--- config.mk ---
export PLATFORM = sky130hd
export DESIGN_NAME = icache_sa
export DESIGN_NICKNAME = d
export VERILOG_FILES = /design/src/rtl/icache_sa.sv
export SDC_FILE = /design/constraint.sdc
export NUM_CORES = 1
export LEC_CHECK = 0
export BUFFER_PORTS_ARGS = -buffer_cell sky130_fd_sc_hd__buf_4
export CORE_UTILIZATION = 50
export CTS_CLUSTER_DIAMETER = 150
export DETAILED_ROUTE_END_ITERATION = 10
export PLACE_DENSITY = 0.67
export SLEW_MARGIN = 30
export SYNTH_ARGS = -nofsm -noshare
export SYNTH_HDL_FRONTEND = slang
export SYNTH_SLANG_ARGS = --single-unit
--- constraint.sdc ---
create_clock -name clk -period 31.8 [get_ports clk]
set_input_delay 6.36 -clock clk [delete_from_list [all_inputs] [get_ports clk]]
set_output_delay 6.36 -clock clk [all_outputs]
set_load 0.1 [all_outputs]
--- src/rtl/icache_sa.sv ---
// icache_sa: set-associative instruction cache with a whole-line fill engine.
//
// Lookups are combinational. A hit returns the addressed word in the same
// cycle. A miss in IDLE latches the line address and runs one fill over a
// req/ready handshake. The captured line is then installed into the victim way.
// flush invalidates every line. If flush arrives while a fill is outstanding,
// it is remembered and applied when the install is reached, and the fetched
// line is dropped.
//
// Ports:
//   clk         core clock, rising edge
//   rst         synchronous, active-high reset
//   addr        fetch byte address (addr[1:0] ignored)
//   enable      lookup request valid
//   flush       invalidate all lines
//   instr_data  fetched word, valid when enable=1 and miss=0
//   miss        1 = instr_data not valid this cycle
//   mem_req     line fill request, held until mem_ready
//   mem_addr    line-aligned fill address
//   mem_ready   one-cycle pulse, mem_rdata valid in that cycle
//   mem_rdata   fill line, word k at bits [32k+31:32k]
//   hit_count   number of lookups that hit (wraps)
//   miss_count  number of fills started (wraps)
module icache_sa #(
  parameter int ADDR_W     = 20,
  parameter int INST_W     = 32,
  parameter int LINE_BYTES = 16,
  parameter int SETS       = 4,
  parameter int WAYS       = 2
) (
  input  logic                      clk,
  input  logic                      rst,
  input  logic [ADDR_W-1:0]         addr,
  input  logic                      enable,
  input  logic                      flush,
  output logic [INST_W-1:0]         instr_data,
  output logic                      miss,
  output logic                      mem_req,
  output logic [ADDR_W-1:0]         mem_addr,
  input  logic                      mem_ready,
  input  logic [LINE_BYTES*8-1:0]   mem_rdata,
  output logic [31:0]               hit_count,
  output logic [31:0]               miss_count
);

  localparam int OFF    = $clog2(LINE_BYTES);
  localparam int IDX    = $clog2(SETS);
  localparam int TAG_W  = ADDR_W - OFF - IDX;
  localparam int WORDS  = LINE_BYTES / 4;
  localparam int WSEL_W = (WORDS > 1) ? $clog2(WORDS) : 1;
  localparam int PTR_W  = (WAYS > 1) ? $clog2(WAYS) : 1;
  localparam int LINE_W = LINE_BYTES * 8;

  typedef enum logic [1:0] {
    S_IDLE    = 2'd0,
    S_FILL    = 2'd1,
    S_INSTALL = 2'd2
  } state_e;

  // Control and status flops
  state_e              state_q, state_d;
  logic                mem_req_q, mem_req_d;
  logic [ADDR_W-1:0]   mem_addr_q, mem_addr_d;
  logic [LINE_W-1:0]   line_q, line_d;
  logic                pend_q, pend_d;
  logic [31:0]         hit_count_q, hit_count_d;
  logic [31:0]         miss_count_q, miss_count_d;

  // Cache storage
  logic [WAYS-1:0]     valid_q [SETS];
  logic [WAYS-1:0]     valid_d [SETS];
  logic [PTR_W-1:0]    ptr_q [SETS];
  logic [PTR_W-1:0]    ptr_d [SETS];
  logic [TAG_W-1:0]    tag_q [SETS][WAYS];
  logic [LINE_W-1:0]   data_q [SETS][WAYS];

  // Lookup-side address fields
  logic [IDX-1:0]      set_s;
  logic [TAG_W-1:0]    tag_s;
  logic [OFF-1:0]      off_s;
  logic [WSEL_W-1:0]   word_s;
  logic [WAYS-1:0]     way_hit_s;
  logic [PTR_W-1:0]    hit_way_s;
  logic [LINE_W-1:0]   hit_line_s;
  logic [INST_W-1:0]   sel_word_s;
  logic                lookup_hit_s;

  // Fill-side fields, taken from the latched line address
  logic [IDX-1:0]      fill_set_s;
  logic [TAG_W-1:0]    fill_tag_s;
  logic [PTR_W-1:0]    victim_way_s;
  logic                install_we_s;

  assign set_s      = addr[OFF+IDX-1:OFF];
  assign tag_s      = addr[ADDR_W-1:OFF+IDX];
  assign off_s      = addr[OFF-1:0];
  assign word_s     = WSEL_W'(off_s >> 2);
  assign fill_set_s = mem_addr_q[OFF+IDX-1:OFF];
  assign fill_tag_s = mem_addr_q[ADDR_W-1:OFF+IDX];

  // Tag compare across the ways of the addressed set; lowest matching way wins
  always_comb begin
    way_hit_s = '0;
    hit_way_s = '0;
    for (int w = 0; w < WAYS; w++) begin
      way_hit_s[w] = valid_q[set_s][w] && (tag_q[set_s][w] == tag_s);
    end
    for (int w = WAYS - 1; w >= 0; w--) begin
      if (way_hit_s[w]) begin
        hit_way_s = PTR_W'(w);
      end else begin
        hit_way_s = hit_way_s;
      end
    end
  end

  // A hit is only reported in IDLE, so a fill in flight always reads as a miss
  assign lookup_hit_s = enable && !rst && (state_q == S_IDLE) && (|way_hit_s);
  assign hit_line_s   = data_q[set_s][hit_way_s];

  // Word select within the hit line
  always_comb begin
    sel_word_s = '0;
    for (int k = 0; k < WORDS; k++) begin
      if (word_s == WSEL_W'(k)) begin
        sel_word_s = hit_line_s[k*INST_W +: INST_W];
      end else begin
        sel_word_s = sel_word_s;
      end
    end
  end

  assign instr_data = lookup_hit_s ? sel_word_s : '0;
  assign miss       = enable && !lookup_hit_s;
  assign mem_req    = mem_req_q;
  assign mem_addr   = mem_addr_q;
  assign hit_count  = hit_count_q;
  assign miss_count = miss_count_q;

  // Victim choice: the lowest invalid way, else the set's round-robin pointer
  always_comb begin
    victim_way_s = ptr_q[fill_set_s];
    for (int w = WAYS - 1; w >= 0; w--) begin
      if (!valid_q[fill_set_s][w]) begin
        victim_way_s = PTR_W'(w);
      end else begin
        victim_way_s = victim_way_s;
      end
    end
  end

  // Next-state logic for the fill engine, valid bits, pointers and counters
  always_comb begin
    state_d      = state_q;
    mem_req_d    = mem_req_q;
    mem_addr_d   = mem_addr_q;
    line_d       = line_q;
    pend_d       = pend_q;
    miss_count_d = miss_count_q;
    valid_d      = valid_q;
    ptr_d        = ptr_q;
    install_we_s = 1'b0;
    hit_count_d  = lookup_hit_s ? (hit_count_q + 32'd1) : hit_count_q;

    case (state_q)
      S_IDLE: begin
        if (flush) begin
          // flush wins over a simultaneous miss; no fill is started
          for (int s = 0; s < SETS; s++) begin
            valid_d[s] = '0;
          end
        end else if (enable && !lookup_hit_s) begin
          mem_addr_d   = {addr[ADDR_W-1:OFF], {OFF{1'b0}}};
          mem_req_d    = 1'b1;
          pend_d       = 1'b0;
          miss_count_d = miss_count_q + 32'd1;
          state_d      = S_FILL;
        end else begin
          state_d = S_IDLE;
        end
      end

      S_FILL: begin
        if (flush) begin
          pend_d = 1'b1;
        end else begin
          pend_d = pend_q;
        end
        if (mem_ready) begin
          line_d    = mem_rdata;
          mem_req_d = 1'b0;
          state_d   = S_INSTALL;
        end else begin
          mem_req_d = 1'b1;
        end
      end

      S_INSTALL: begin
        // A flush seen during the fill (or right now) drops the fetched line
        if (pend_q || flush) begin
          for (int s = 0; s < SETS; s++) begin
            valid_d[s] = '0;
          end
        end else begin
          install_we_s                      = 1'b1;
          valid_d[fill_set_s][victim_way_s] = 1'b1;
          ptr_d[fill_set_s] = (WAYS == 1) ? '0 : (ptr_q[fill_set_s] + PTR_W'(1));
        end
        pend_d  = 1'b0;
        state_d = S_IDLE;
      end

      default: begin
        state_d   = S_IDLE;
        mem_req_d = 1'b0;
        pend_d    = 1'b0;
      end
    endcase
  end

  // State, control and counter registers with synchronous reset
  always_ff @(posedge clk) begin
    if (rst) begin
      state_q      <= S_IDLE;
      mem_req_q    <= 1'b0;
      mem_addr_q   <= '0;
      line_q       <= '0;
      pend_q       <= 1'b0;
      hit_count_q  <= 32'd0;
      miss_count_q <= 32'd0;
      for (int s = 0; s < SETS; s++) begin
        valid_q[s] <= '0;
        ptr_q[s]   <= '0;
      end
    end else begin
      state_q      <= state_d;
      mem_req_q    <= mem_req_d;
      mem_addr_q   <= mem_addr_d;
      line_q       <= line_d;
      pend_q       <= pend_d;
      hit_count_q  <= hit_count_d;
      miss_count_q <= miss_count_d;
      for (int s = 0; s < SETS; s++) begin
        valid_q[s] <= valid_d[s];
        ptr_q[s]   <= ptr_d[s];
      end
    end
  end

  // Tag and line storage; contents are only meaningful where valid is set
  always_ff @(posedge clk) begin
    if (install_we_s && !rst) begin
      tag_q[fill_set_s][victim_way_s]  <= fill_tag_s;
      data_q[fill_set_s][victim_way_s] <= line_q;
    end
  end

endmodule

==> results of run 1 <==
-- cells in the final DEF (no fill, tap or decap), types with 17 or more instances in the layout --
cell       synthesis  routed
clkbuf_1         151      47
dfxtp_1          224     224
buf_4             14     294
nand2_1          298     298
nand3_1           79      79
nor2_1            40      34
clkbuf_16          0     142
nand4_1           41      41
a41oi_1           23      23
o2111a_1          23      23
o31ai_1           32      32
a21boi_0          17      17
clkinv_2           0      17
o21ai_0          112     112
mux4_2           291     291
edfxtp_1        1136    1136
xnor2_1           17      17
a211oi_1          18      18
or3_1             34      34
inv_1             43      43
mux2i_1           23      23
or4_1             33      33
a21oi_1          217     217
-- cell families (layout without fill, tap and decap cells) --
| logic type | after synthesis | in the layout |
|---|---|---|
| adder cells (fa/ha/maj) | 2 | 2 |
| XOR/XNOR | 28 | 28 |
| buffers and inverters | 259 | 613 |
| multiplexers | 328 | 328 |
| AND/OR/NAND/NOR | 605 | 605 |
| other | 1 | 4 |
| AO/OA/AOI/OAI | 481 | 481 |
| flip-flops | 1360 | 1360 |
-- cells in the mapped netlist (17+ instances only) --
cell type / count
inv_1: 43
o31ai_1: 32
a41oi_1: 23
dfxtp_1: 224
a21oi_1: 217
nand4_1: 41
o2111a_1: 23
clkbuf_1: 151
nand3_1: 79
nor2_1: 40
nand2_1: 298
a211oi_1: 18
or4_1: 33
buf_2: 33
o21ai_0: 112
mux4_2: 291
xnor2_1: 17
edfxtp_1: 1136
or3_1: 34
a21boi_0: 17
mux2i_1: 23
-- state kept, by name, summed over array words and instances, names as in the netlist, 2 cells and up --
register    flops
data_q       1024
hit_count      32
line_q        128
mem_addr       16
miss_count     32
ptr_q           4
state_q         2
tag_q         112
valid_q         8
-- report_power, final --
group	total (uW)	switching, uW	internal, uW
logic	127	76.1	50.9
clock network	1570	669	902
registers	1940	12.7	1920
total	3630	757	2880
-- layout make-up --
cell class | instances | share of cell area, %
Sequential cell | 1360 | 63.4
Timing Repair Buffer | 311 | 4.14
Multi-Input combinational cell | 1448 | 22.0
Clock inverter | 56 | 0.841
Inverter | 44 | 0.271
Tap cell | 1391 | 2.86
Clock buffer | 202 | 6.42
-- per-layer routing --
metal	part of all wire (%)	wire [um]
met1	41	54100
met2	48	62400
met5	0.021	27
met4	2.7	3510
met3	8.2	10800
-- final timing paths --
check,from,to,cells past startpoint
worst max-delay path,addr[5],instr_data[15],13
worst max register to register,state_q[1],data_q[2][40],7
worst min-delay path,valid_q[5],valid_q[5],2
worst min register to register,valid_q[5],valid_q[5],2
-- worst min-delay path: stages (launching register included) --
cell and delay (ps):
dfxtp_1 330, nor2_1 50, nor2_1 70
-- per-stage QoR --
stage / cell area [sq um] / total power [uW] / util [%] / setup WS (ps) / std cells
finish: 60900 / 3630 / 57.9 / 14250 / 4812
global placement: 56300 / 2100 / 53.6 / 14280 / 4551
CTS: 60900 / 3660 / 57.9 / 14190 / 4812
global route: 60900 / 3730 / 57.9 / 14090 / 4812
floorplan: 53000 / 2050 / - / 14030 / 3067
detailed placement: 56400 / 2100 / 53.7 / 14210 / 4554
==> impl_results.md, run 1 <==
* DIE WIDTH at 328 um
* Cell taking the most area after synthesis: edfxtp_1
* Initial antenna violation count at 3
* Met3 usage at 4.79%
* Worst slew pin tran at 1060 ps
* VDD IR max at 44.0 uV
* Hold Violations, Final at 0
* CTS clk-pin slew, worst paths at 60 ps
* Largest cells by area after synthesis: edfxtp_1 64%, mux4_2 12%, dfxtp_1 8.5%
* Largest family of logic cells by synthesized area: multiplexers
* Synth Area in Compound Gates at 5.56%
* Crit path max-delay cell type: buf_4
* Routed WL per cell at 27.2 um
* Total track usage at 24.7%
* Placement Rows at 119
* Synth unique cells at 72
* Fillers at 7877
* Clock skew at 21.9 ps
* Initial core utilization at 50.4%
* Chip height at 328 um
* Asr flop ratio synth at 0%
* Post-Syn Instances at 3064
* Setup-failing EPs final at 0
* Most frequent CP cell: buf_4
* Final Critical Period at 17550 ps
* Setup crit start kind: input pin
* Clock Latency Late Sink at 750 ps
* Vias in the first global route at 30146
* Post-synth top area share at 64.4%
* CTS tree: done
* Gr busiest metal: met2
* Seq/Total Area, Yosys at 72.8%
* Met2 global-route usage at 39.0%
* Crit Path Class: input pin to output port
* Area of the multi-input gates at 13400 sq um
* FMAX at 57.0 MHz
* Tcrit/Tclk final at 55.2%
* Sequential Area at 38600 sq um
* Simple-gate share of the synthesized area at 5.67%
* P_leak at 0.0179 uW
* Syn. warnings at 0
* Router iterations before antenna repair at 7
* Detailed Route Iter0 Violations at 3003
* Post-CTS Setup Bufs at 0
* Vias at 29622
* Buffers plus inverters on the worst setup path at 5
* CTS hold repair buffers at 0
* Status: complete, no violations
* Nets@finish at 3460
* # diodes at 0
* Syn_area_per_cell at 17.3 sq um
* PortBufs at 264
* Pwr dens at 59.7 nW/um^2
* P&R area growth vs syn at 14.8%
* Setup TNS at 0 ps
* Core area at 105000 sq um
* Crit-path max FO at 83
* Hold_ws at 484 ps
* M1 GR Usage at 34.9%
* First-pass GRT wire length at 195000 um
* Number of flops mapped to enable cells by yosys at 1136
* FF-to-FF setup slack at 26900 ps
* Crit-path max cell delay at 630 ps
* Max-capacitance violation count at 0
* DR DRC count at 0
* Number of H-tree levels at 4
* Total grt overflow at 0
* Yosys reg bits at 1360
* Mux share of post-synthesis cell area at 13.3%
* CTS Buffer Depth at 3
* Crit path DAT at 11190 ps
* Detail Route Antenna Nets at 0
* PostCTS Resize Cnt at 0
* Crit-path cells: buf_8, mux2_2, o221ai_1, a21boi_0, nor3_1, and4_2, buf_4, nor2_4, buf_4, buf_4, a211oi_1, nor4b_2, buf_4
* Main flop type after synthesis: edfxtp_1
* Rel. slew slack at 29.0%
* Routability cong. at 0.840
* Crit path max-delay family: buffers and inverters
* WP data required at 25440 ps
* Post-Route WL at 131000 um
* Hpwl dp at 72400 um
* Adder-cell share of the synthesized area at 0.0472%
* Largest net degree at the start of global routing at 132
* Slew Limit Fails at 0
* Mapped cell area at 53000 sq um
* Die ar. at 107000 sq um
* Clock sink total at 1360
* XOR/XNOR share of the synthesized area at 0.477%
* CTS root buf: clkbuf_16
* CTS Buf Count at 140
* CP Capture Type: output port
* Share of layout cells above drive strength 1 at 24.8%
* IO Count at 271
* Worst Hold Class: flip-flop to flip-flop
* RSZ-0062 raised after global routing: false
* Routed vias/inst at 6.16
(Power assumes the default switching activity.)
==> run 2: changes to the inputs <==
Settings changed: PLACE_DENSITY 0.67 to 0.7.
Clock period 31.8 ns to 14.4 ns, I/O delays scaled along.
==> impl_results.md, run 2 (synthesis gave the netlist of run 1 again) <==
* Max-capacitance violation count at 0
* DR DRC count at 0
* Area of the multi-input gates at 13400 sq um
* Tcrit/Tclk final at 73.5%
* PostCTS Resize Cnt at 0
* Routability cong. at 0.796
* Crit Path Class: input pin to output port
* Core area at 105000 sq um
* Switch Pwr at 1650 uW
* Crit-path max FO at 70
* DIE WIDTH at 328 um
* Router iterations before antenna repair at 5
* Status: complete, no violations
* Final Critical Period at 10590 ps
* Chip height at 328 um
* Worst Hold Class: flip-flop to flip-flop
* First-pass GRT wire length at 186000 um
* Hold Violations, Final at 0
* VDD IR max at 88.1 uV
* Total grt overflow at 0
* RSZ-0062 raised after global routing: false
* Gr busiest metal: met2
* Setup crit start kind: input pin
* Met3 usage at 4.81%
* Initial core utilization at 50.4%
* CTS root buf: clkbuf_16
* Worst slew pin tran at 1050 ps
* Vias at 29083
* Top flop regs: data_q x1024, line_q x128, tag_q x112
* Total track usage at 23.5%
* M1 GR Usage at 32.8%
* Pint at 6300 uW
* CTS tree: done
* CTS Buf Count at 136
* Post-route design area at 60800 sq um
* Routed vias/inst at 6.06
* Detail Route Antenna Nets at 0
* Initial antenna violation count at 2
* Placement Rows at 119
* Sequential Area at 38600 sq um
* P_leak at 0.0178 uW
* IO Count at 271
* Clock Latency Late Sink at 750 ps
* Met2 global-route usage at 37.2%
* P&R area growth vs syn at 14.6%
* Clock skew at 28.3 ps
* CTS Buffer Depth at 3
* Setup-failing EPs final at 0
* Hpwl dp at 68500 um
* Most frequent cells in the layout: 1136 x edfxtp_1, 298 x nand2_1, 291 x mux4_2
* Placed cell area at 56400 sq um
* PortBufs at 264
* Routed WL per cell at 26.1 um
* Share of power burned in registers at 53.7%
* Max reg flops at 1024
* CTS clk-pin slew, worst paths at 60 ps
* # diodes at 0
* CTS hold repair buffers at 0
* Most common cell after layout, fill and taps aside: edfxtp_1
* Detailed Route Iter0 Violations at 2821
* WP data required at 11520 ps
* Largest net degree at the start of global routing at 137
* Share of layout cells above drive strength 1 at 24.8%
* Number of H-tree levels at 4
* Setup TNS at 0 ps
* Die ar. at 107000 sq um
* FF-to-FF setup slack at 10140 ps
* Vias in the first global route at 28387
* Pwr dens at 131 nW/um^2
* Comb pwr share at 3.5%
* Switching Share at 20.8%
* Crit path DAT at 7710 ps
* Nets@finish at 3451
* Rel. slew slack at 30.3%
* Fillers at 7871
* Post-Route WL at 125000 um
* Slew Limit Fails at 0
* Reg with most FFs: data_q
* Clock group share of total power at 42.8%
* CP Capture Type: output port
* Clock sink total at 1360
* Post-CTS Setup Bufs at 0
* FMAX at 94.4 MHz
[run 2: worst max-delay path, cell delays in order]
cell and delay [ps]:
buf_8 510, mux4_2 630, xnor2_2 180, o2111ai_1 150, nor4_2 340, nand4_2 560
buf_4 460, nor2_4 140, buf_4 410, a211oi_1 250, nor4b_2 630, buf_4 410
[run 2: worst paths after layout]
| kind | start | endpoint | cells past startpoint |
|---|---|---|---|
| min | valid_q[5] | valid_q[5] | 2 |
| min reg2reg | valid_q[5] | valid_q[5] | 2 |
| max | addr[4] | instr_data[19] | 12 |
| max reg2reg | tag_q[2][13] | mem_addr[8] | 9 |
[run 2: metal layers]
layer,up-vias,routed length [um]
met1,14943,50900
met4,2,3560
met5,-,10
met3,188,10400
li1,12708,-
met2,1242,60600
[run 2: final cells by class]
cell class | count | share of cell area [%]
clock buffers | 195 | 6.42
repair buffers | 306 | 4.13
clock inverters | 56 | 0.688
flip-flops and latches | 1360 | 63.5
inverters | 44 | 0.272
multi-input cells | 1448 | 22.1
well taps | 1391 | 2.86
[run 2: power by group through the flow]
stage / combinational (uW) / sequential, uW / clock (uW)
3_3_place_gp: 279 / 4360 / 0
5_1_grt: 296 / 4280 / 3600
6_report: 278 / 4270 / 3410
4_1_cts: 281 / 4270 / 3470
2_1_floorplan: 167 / 4360 / 0
3_5_place_dp: 280 / 4360 / 0
[run 2: metrics by stage]
step,std cells,utilization (%),setup slack [ps],hold WS [ps],total power [uW]
finish,4800,57.8,3810,473,7960
global route,4800,57.8,3550,506,8170
CTS,4797,57.7,3780,480,8020
detailed placement,4546,53.6,3780,467,4640
global placement,4546,53.6,3800,456,4630
floorplan,3067,-,112,435,4530
